### src/rtl/pci_mon_pkg.sv
// Shared types and check indices for the PCI bus protocol monitor.
package pci_mon_pkg;

  localparam int NCHK = 6;

  localparam int CHK_FRAME_IRDY  = 0;
  localparam int CHK_TRDY_DEVSEL = 1;
  localparam int CHK_ABORT       = 2;
  localparam int CHK_IRDY_IDLE   = 3;
  localparam int CHK_BURST       = 4;
  localparam int CHK_CBE_STABLE  = 5;

  typedef enum logic [2:0] {
    ST_IDLE  = 3'd0,
    ST_ADDR  = 3'd1,
    ST_DATA  = 3'd2,
    ST_ABORT = 3'd3,
    ST_TURN  = 3'd4
  } pci_state_e;

endpackage

### src/rtl/pci_protocol_monitor_sat_counter.sv
// Saturating up-counter with synchronous clear; clear wins over increment.
module pci_sat_counter #(
  parameter int W = 16
) (
  input  logic         clk,
  input  logic         reset_,
  input  logic         clr_i,
  input  logic         inc_i,
  output logic [W-1:0] cnt_o
);

  logic [W-1:0] cnt_q, cnt_d;

  always_comb begin
    cnt_d = cnt_q;
    if (clr_i) begin
      cnt_d = '0;
    end else if (inc_i && (cnt_q != '1)) begin
      cnt_d = cnt_q + W'(1);
    end
  end

  always_ff @(posedge clk) begin
    if (!reset_) begin
      cnt_q <= '0;
    end else begin
      cnt_q <= cnt_d;
    end
  end

  assign cnt_o = cnt_q;

endmodule

### src/rtl/pci_protocol_monitor.sv
// Passive PCI bus monitor: phase tracking, rule checks with pulse/sticky flags,
// beat and transaction counters. The bus is only sampled, never driven.
module pci_protocol_monitor
  import pci_mon_pkg::*;
#(
  parameter int AD_W      = 32,
  parameter int CBE_W     = AD_W / 8,
  parameter int DEVSEL_TO = 5,
  parameter int MAX_BEATS = 16,
  parameter int CNT_W     = 16
) (
  input  logic             clk,
  input  logic             reset_,
  input  logic             FRAME_,
  input  logic             IRDY_,
  input  logic             TRDY_,
  input  logic             DEVSEL_,
  input  logic [CBE_W-1:0] C_BE_,
  input  logic [AD_W-1:0]  AD,
  input  logic [NCHK-1:0]  chk_en,
  input  logic             clr_err,
  output logic [NCHK-1:0]  err_pulse,
  output logic [NCHK-1:0]  err_sticky,
  output logic             abort,
  output logic [2:0]       state,
  output logic [CNT_W-1:0] beat_cnt,
  output logic [CNT_W-1:0] txn_cnt,
  output logic [CBE_W-1:0] last_cmd,
  output logic [AD_W-1:0]  last_addr
);

  localparam int TMR_W = $clog2(DEVSEL_TO + 1);

  pci_state_e       state_q, state_d;
  logic             frame_prev_q;
  logic [CBE_W-1:0] cbe_prev_q;
  logic             data_prev_q;
  logic [NCHK-1:0]  err_pulse_q, err_sticky_q, err_d;
  logic             abort_q;
  logic [CBE_W-1:0] last_cmd_q;
  logic [AD_W-1:0]  last_addr_q;
  logic [TMR_W-1:0] timer_q;

  logic frame_fall, beat, in_data, tmo, addr_phase, txn_inc;

  assign frame_fall = frame_prev_q && !FRAME_;
  assign beat       = !IRDY_ && !TRDY_;
  assign in_data    = (state_q == ST_DATA);
  // Timeout fires on the DATA cycle that would bring the timer to DEVSEL_TO.
  assign tmo        = in_data && DEVSEL_ && ((int'(timer_q) + 1) >= DEVSEL_TO);
  assign txn_inc    = in_data && beat && FRAME_ && !tmo;

  always_comb begin
    state_d    = state_q;
    addr_phase = 1'b0;
    case (state_q)
      ST_IDLE: begin
        if (frame_fall) begin
          state_d    = ST_ADDR;
          addr_phase = 1'b1;
        end
      end
      ST_ADDR:  state_d = ST_DATA;
      ST_DATA: begin
        if (tmo) begin
          state_d = ST_ABORT;
        end else if (beat && FRAME_) begin
          state_d = ST_TURN;
        end
      end
      ST_ABORT: begin
        if (FRAME_ && IRDY_) begin
          state_d = ST_TURN;
        end
      end
      ST_TURN: begin
        if (frame_fall) begin
          state_d    = ST_ADDR;
          addr_phase = 1'b1;
        end else begin
          state_d = ST_IDLE;
        end
      end
      default:  state_d = ST_IDLE;
    endcase
  end

  always_comb begin
    err_d                  = '0;
    err_d[CHK_FRAME_IRDY]  = !frame_prev_q && FRAME_ && IRDY_;
    err_d[CHK_TRDY_DEVSEL] = !TRDY_ && DEVSEL_;
    err_d[CHK_ABORT]       = tmo;
    err_d[CHK_IRDY_IDLE]   = (state_q == ST_IDLE) && !IRDY_;
    err_d[CHK_BURST]       = in_data && beat && (beat_cnt == CNT_W'(MAX_BEATS));
    // Only compare against a C_BE_ sampled in a previous DATA cycle, not the command.
    err_d[CHK_CBE_STABLE]  = in_data && data_prev_q && !IRDY_ && TRDY_ &&
                             (C_BE_ != cbe_prev_q);
    err_d                  = err_d & chk_en;
  end

  always_ff @(posedge clk) begin
    if (!reset_) begin
      state_q      <= ST_IDLE;
      frame_prev_q <= 1'b1;
      cbe_prev_q   <= '1;
      data_prev_q  <= 1'b0;
      err_pulse_q  <= '0;
      err_sticky_q <= '0;
      abort_q      <= 1'b0;
      last_cmd_q   <= '0;
      last_addr_q  <= '0;
    end else begin
      state_q      <= state_d;
      frame_prev_q <= FRAME_;
      cbe_prev_q   <= C_BE_;
      data_prev_q  <= in_data;
      err_pulse_q  <= err_d;
      // A pulse coinciding with clr_err keeps its sticky bit set.
      err_sticky_q <= (err_sticky_q & ~{NCHK{clr_err}}) | err_pulse_q;
      abort_q      <= tmo;
      if (addr_phase) begin
        last_cmd_q  <= C_BE_;
        last_addr_q <= AD;
      end
    end
  end

  pci_sat_counter #(.W(CNT_W)) u_beat_cnt (
    .clk    (clk),
    .reset_ (reset_),
    .clr_i  (addr_phase),
    .inc_i  (in_data && beat),
    .cnt_o  (beat_cnt)
  );

  pci_sat_counter #(.W(CNT_W)) u_txn_cnt (
    .clk    (clk),
    .reset_ (reset_),
    .clr_i  (1'b0),
    .inc_i  (txn_inc),
    .cnt_o  (txn_cnt)
  );

  pci_sat_counter #(.W(TMR_W)) u_devsel_tmr (
    .clk    (clk),
    .reset_ (reset_),
    .clr_i  (addr_phase),
    .inc_i  (in_data && DEVSEL_),
    .cnt_o  (timer_q)
  );

  assign err_pulse  = err_pulse_q;
  assign err_sticky = err_sticky_q;
  assign abort      = abort_q;
  assign state      = state_q;
  assign last_cmd   = last_cmd_q;
  assign last_addr  = last_addr_q;

endmodule

### config.mk
export PLATFORM = sky130hd
export DESIGN_NAME = pci_protocol_monitor
export DESIGN_NICKNAME = d
export VERILOG_FILES = /design/src/rtl/pci_mon_pkg.sv /design/src/rtl/pci_protocol_monitor_sat_counter.sv /design/src/rtl/pci_protocol_monitor.sv
export SDC_FILE = /design/constraint.sdc
export NUM_CORES = 1
export LEC_CHECK = 0
export CELL_PAD_IN_SITES_DETAIL_PLACEMENT = 0
export CELL_PAD_IN_SITES_GLOBAL_PLACEMENT = 1
export CORE_MARGIN = 4
export CORE_UTILIZATION = 32
export DETAILED_ROUTE_END_ITERATION = 8
export PLACE_DENSITY = 0.85
export SYNTH_ARGS = -nofsm -noshare
export SYNTH_HDL_FRONTEND = slang
export SYNTH_SLANG_ARGS = --single-unit
### constraint.sdc
create_clock -name clk -period 2.7 [get_ports clk]
set_input_delay 0.405 -clock clk [delete_from_list [all_inputs] [get_ports clk]]
set_output_delay 0.405 -clock clk [all_outputs]
set_load 0.1 [all_outputs]
==> metrics.yaml, run 1 <==
vias: 3641
dp_slack_ns: 0.173
io_pins: 133
yosysSeqAreaShare_pct: 48.8
dieArea_sq_um: 13700
hold_buffers: 0
antenna_left: 0
final_net_count: 644
synth-seq-cells: 93
fp.dieW_um: 117
crit_fanout: 5
max_slew.worst_pin.slew_ns: 0.699
start_kind: "flip-flop"
diodes: 0
synth_edf_count: 0
core-area_sq_um: 11600
async_flop_share_pct: 0
die_h_um: 117
syn_inst: 455
dp_hpwl_mm: 7.87
netlist_top_cells_count: "dfxtp_1 (93), nand2_1 (90), a21oi_1 (53), nor2_1 (47), xnor2_1 (25)"
slew_viol_final: 0
fin_total_pwr_mw: 4.21
path_clk_slew_ns: 0.07
instances_no_fill: 737
syn_avg_cell_area_sq_um: 8.39
required_ns: 2.97
synth_top_flop_cell: "dfxtp_1"
min_period_ns: 2.31
grt_first_pass_wirelength_mm: 17.0
finalSetupTns_ns: 0
finalSetupViolCount: 0
relSlewSlack_pct: 53.0
timing.hold.ws_ns: 0.458
post-route-util_pct: 46.8
track_usage_pct: 15.8
gp_congestion: 0.850
clock.fmax_mhz: 433
netlist_top_cells_area: "dfxtp_1 (49%), nand2_1 (8.8%), a21oi_1 (6.9%)"
cts.repair.resized: 0
postLayoutCellArea_sq_um: 5410
dpl_cell_area_sq_um: 5110
clkPwrFrac_pct: 30.4
cp-end-kind: "flip-flop"
grt-ovfl-total: 0
clk_latency_ns: 0.34
p_switching_mw: 1.65
p_leak_nw: 2.09
tritoncts: "yes"
skew_ns: 0.00617
switching_share_pct: 39.1
crit_path_start: "u_devsel_tmr.cnt_o[0]"
grt_max_degree: 57
wl_per_cell_um: 14.5
fill_cells: 1136
drc_errors: 0
ff_latch_area_sq_um: 1860
grt_antenna_before_repair: 0
ctsHtreeMaxLevel: 3
power_density_nw_per_um2: 779
via_per_inst: 4.94
cp.arrival_ns: 2.58
drive_gt1_share_pct: 19.5
grt_pass1_vias: 3501
numCtsBuffers: 9
port_buffers: 132
placed_cells: 721
cp_num_buf_inv: 0
internal-power_mw: 2.56
p_comb_share_pct: 32.5
rsz0062_at_grt: "no"
path_class: "flip-flop to flip-flop"
placementRows: 39
slowest_delay_ns: 0.59
clock-sinks: 93
clockBufferDepth: 2
holdCritPathClass: "flip-flop to flip-flop"
syn_area_sq_um: 3820
start_util_pct: 33.0
cp_slowest_cell: "or4_4"
area.growth.synth_to_final_pct: 41.6
path_delay_family: "simple AND/OR/NAND/NOR gates"
maxCapViolations: 0
synth_top_area_share_pct: 48.8
yosysWarnings: 0
cpMostUsedCell: "ha_1"
p_seq_share_pct: 37.1
synth.most_common_cell: "dfxtp_1"
status: "finished, final reports clean"
layout_setup_ws_ns: 0.390
multi_input_area_sq_um: 1850
r2r-start: "u_devsel_tmr.cnt_o[0]"
hold_viol_final: 0
drt_iter0_drc: 179
drt_wl_total_mm: 10.7
period_share_pct: 85.6
syn-num-nets: 510
hp-start: "last_addr[12]"
yosysUniqueCellTypes: 41
ctsRootBufferMaster: "clkbuf_16"
yosysTopAreaCell: "dfxtp_1"
drt_first_pass_iters: 4
vdd_drop_max_mv: 0.417
cts_setup_buffers: 0
path_cells: "ha_1 > ha_1 > nand2_1 > o221ai_1 > or4_4 > or3_1 > a21oi_1"
[routing by layer]
metal	up-vias	global-route usage (%)	share of wire (%)
met4	0	6.35	1.8
met2	123	25.0	46
li1	1820	-	-
met1	1683	18.9	43
met3	15	6.68	9.8
met5	-	0	0
[sequential cells by signal (all words and copies together), names as in the netlist]
register            count
last_addr              32
u_beat_cnt.cnt_o       16
u_txn_cnt.cnt_o        16
err_pulse               6
err_sticky              6
cbe_prev_q              4
last_cmd                4
state                   3
u_devsel_tmr.cnt_o      3
abort                   1
data_prev_q             1
frame_prev_q            1
[area by class of cell]
type,instances,area share (%)
tap,143,3.31
multi-input combinational,334,34.3
sequential,93,34.4
clock buffer,12,4.56
inverter,11,0.763
timing repair buffer,140,21.7
clock inverter,4,1.02
[worst min-delay path, stage by stage (launching register included)]
cell,delay [ns]
dfxtp_1,0.31
nand2_1,0.05
a21oi_1,0.05
[cell usage in the layout, fill, tap and decap left out, types with 2 or more instances in the layout]
cell | synthesis | layout
a21oi_1 | 53 | 53
buf_4 | 0 | 92
or2_2 | 3 | 3
nor4_1 | 13 | 13
nand2b_1 | 12 | 12
o21ai_0 | 5 | 5
nand3b_1 | 2 | 2
clkbuf_16 | 0 | 9
mux2i_1 | 7 | 7
nand3_1 | 14 | 14
and2_1 | 3 | 3
clkbuf_1 | 16 | 2
nor3_1 | 7 | 7
nor4b_1 | 4 | 4
ha_1 | 6 | 6
o21a_1 | 2 | 2
dfxtp_1 | 93 | 93
or3_1 | 3 | 3
and3_1 | 6 | 6
nand4_1 | 12 | 12
a211oi_1 | 2 | 2
nor2_1 | 47 | 46
nand2_1 | 90 | 90
clkdlybuf4s50_1 | 0 | 48
and4_1 | 2 | 2
inv_1 | 11 | 10
xnor2_1 | 25 | 25
[kinds of logic after synthesis]
group                    synth area share (%)
AO/OA/AOI/OAI                            10.1
XOR/XNOR                                 5.96
adder cells (fa/ha/maj)                  1.97
buffers and inverters                    2.75
flip-flops                               48.8
multiplexers                             1.83
AND/OR/NAND/NOR                          28.6
[final timing paths]
path,endpoint,slack [ns],cells after the start
setup / recovery,u_txn_cnt.cnt_o[15],0.39,7
hold / removal,last_addr[12],0.46,2
setup reg to reg,u_txn_cnt.cnt_o[15],0.39,7
hold reg to reg,last_addr[12],0.46,2
[power groups by stage]
stage | Sequential [mW] | Clock [mW] | Combinational, mW
after CTS | 1.56 | 1.33 | 1.38
after global routing | 1.58 | 1.38 | 1.45
after floorplan | 2.28 | 0 | 0.344
after detailed placement | 1.59 | 0 | 1.38
final | 1.56 | 1.28 | 1.37
after global placement | 1.59 | 0 | 1.37
(Power assumes the default switching activity.)
==> run 2: changes to the inputs <==
--- a/config.mk
+++ b/config.mk
@@ -5,6 +5,7 @@
 export SDC_FILE = /design/constraint.sdc
 export NUM_CORES = 1
 export LEC_CHECK = 0
+export CAP_MARGIN = 20
 export CELL_PAD_IN_SITES_DETAIL_PLACEMENT = 0
 export CELL_PAD_IN_SITES_GLOBAL_PLACEMENT = 1
 export CORE_MARGIN = 4
==> results of run 2 <==
Final layout, timing and power as in run 1 (identical DEF).
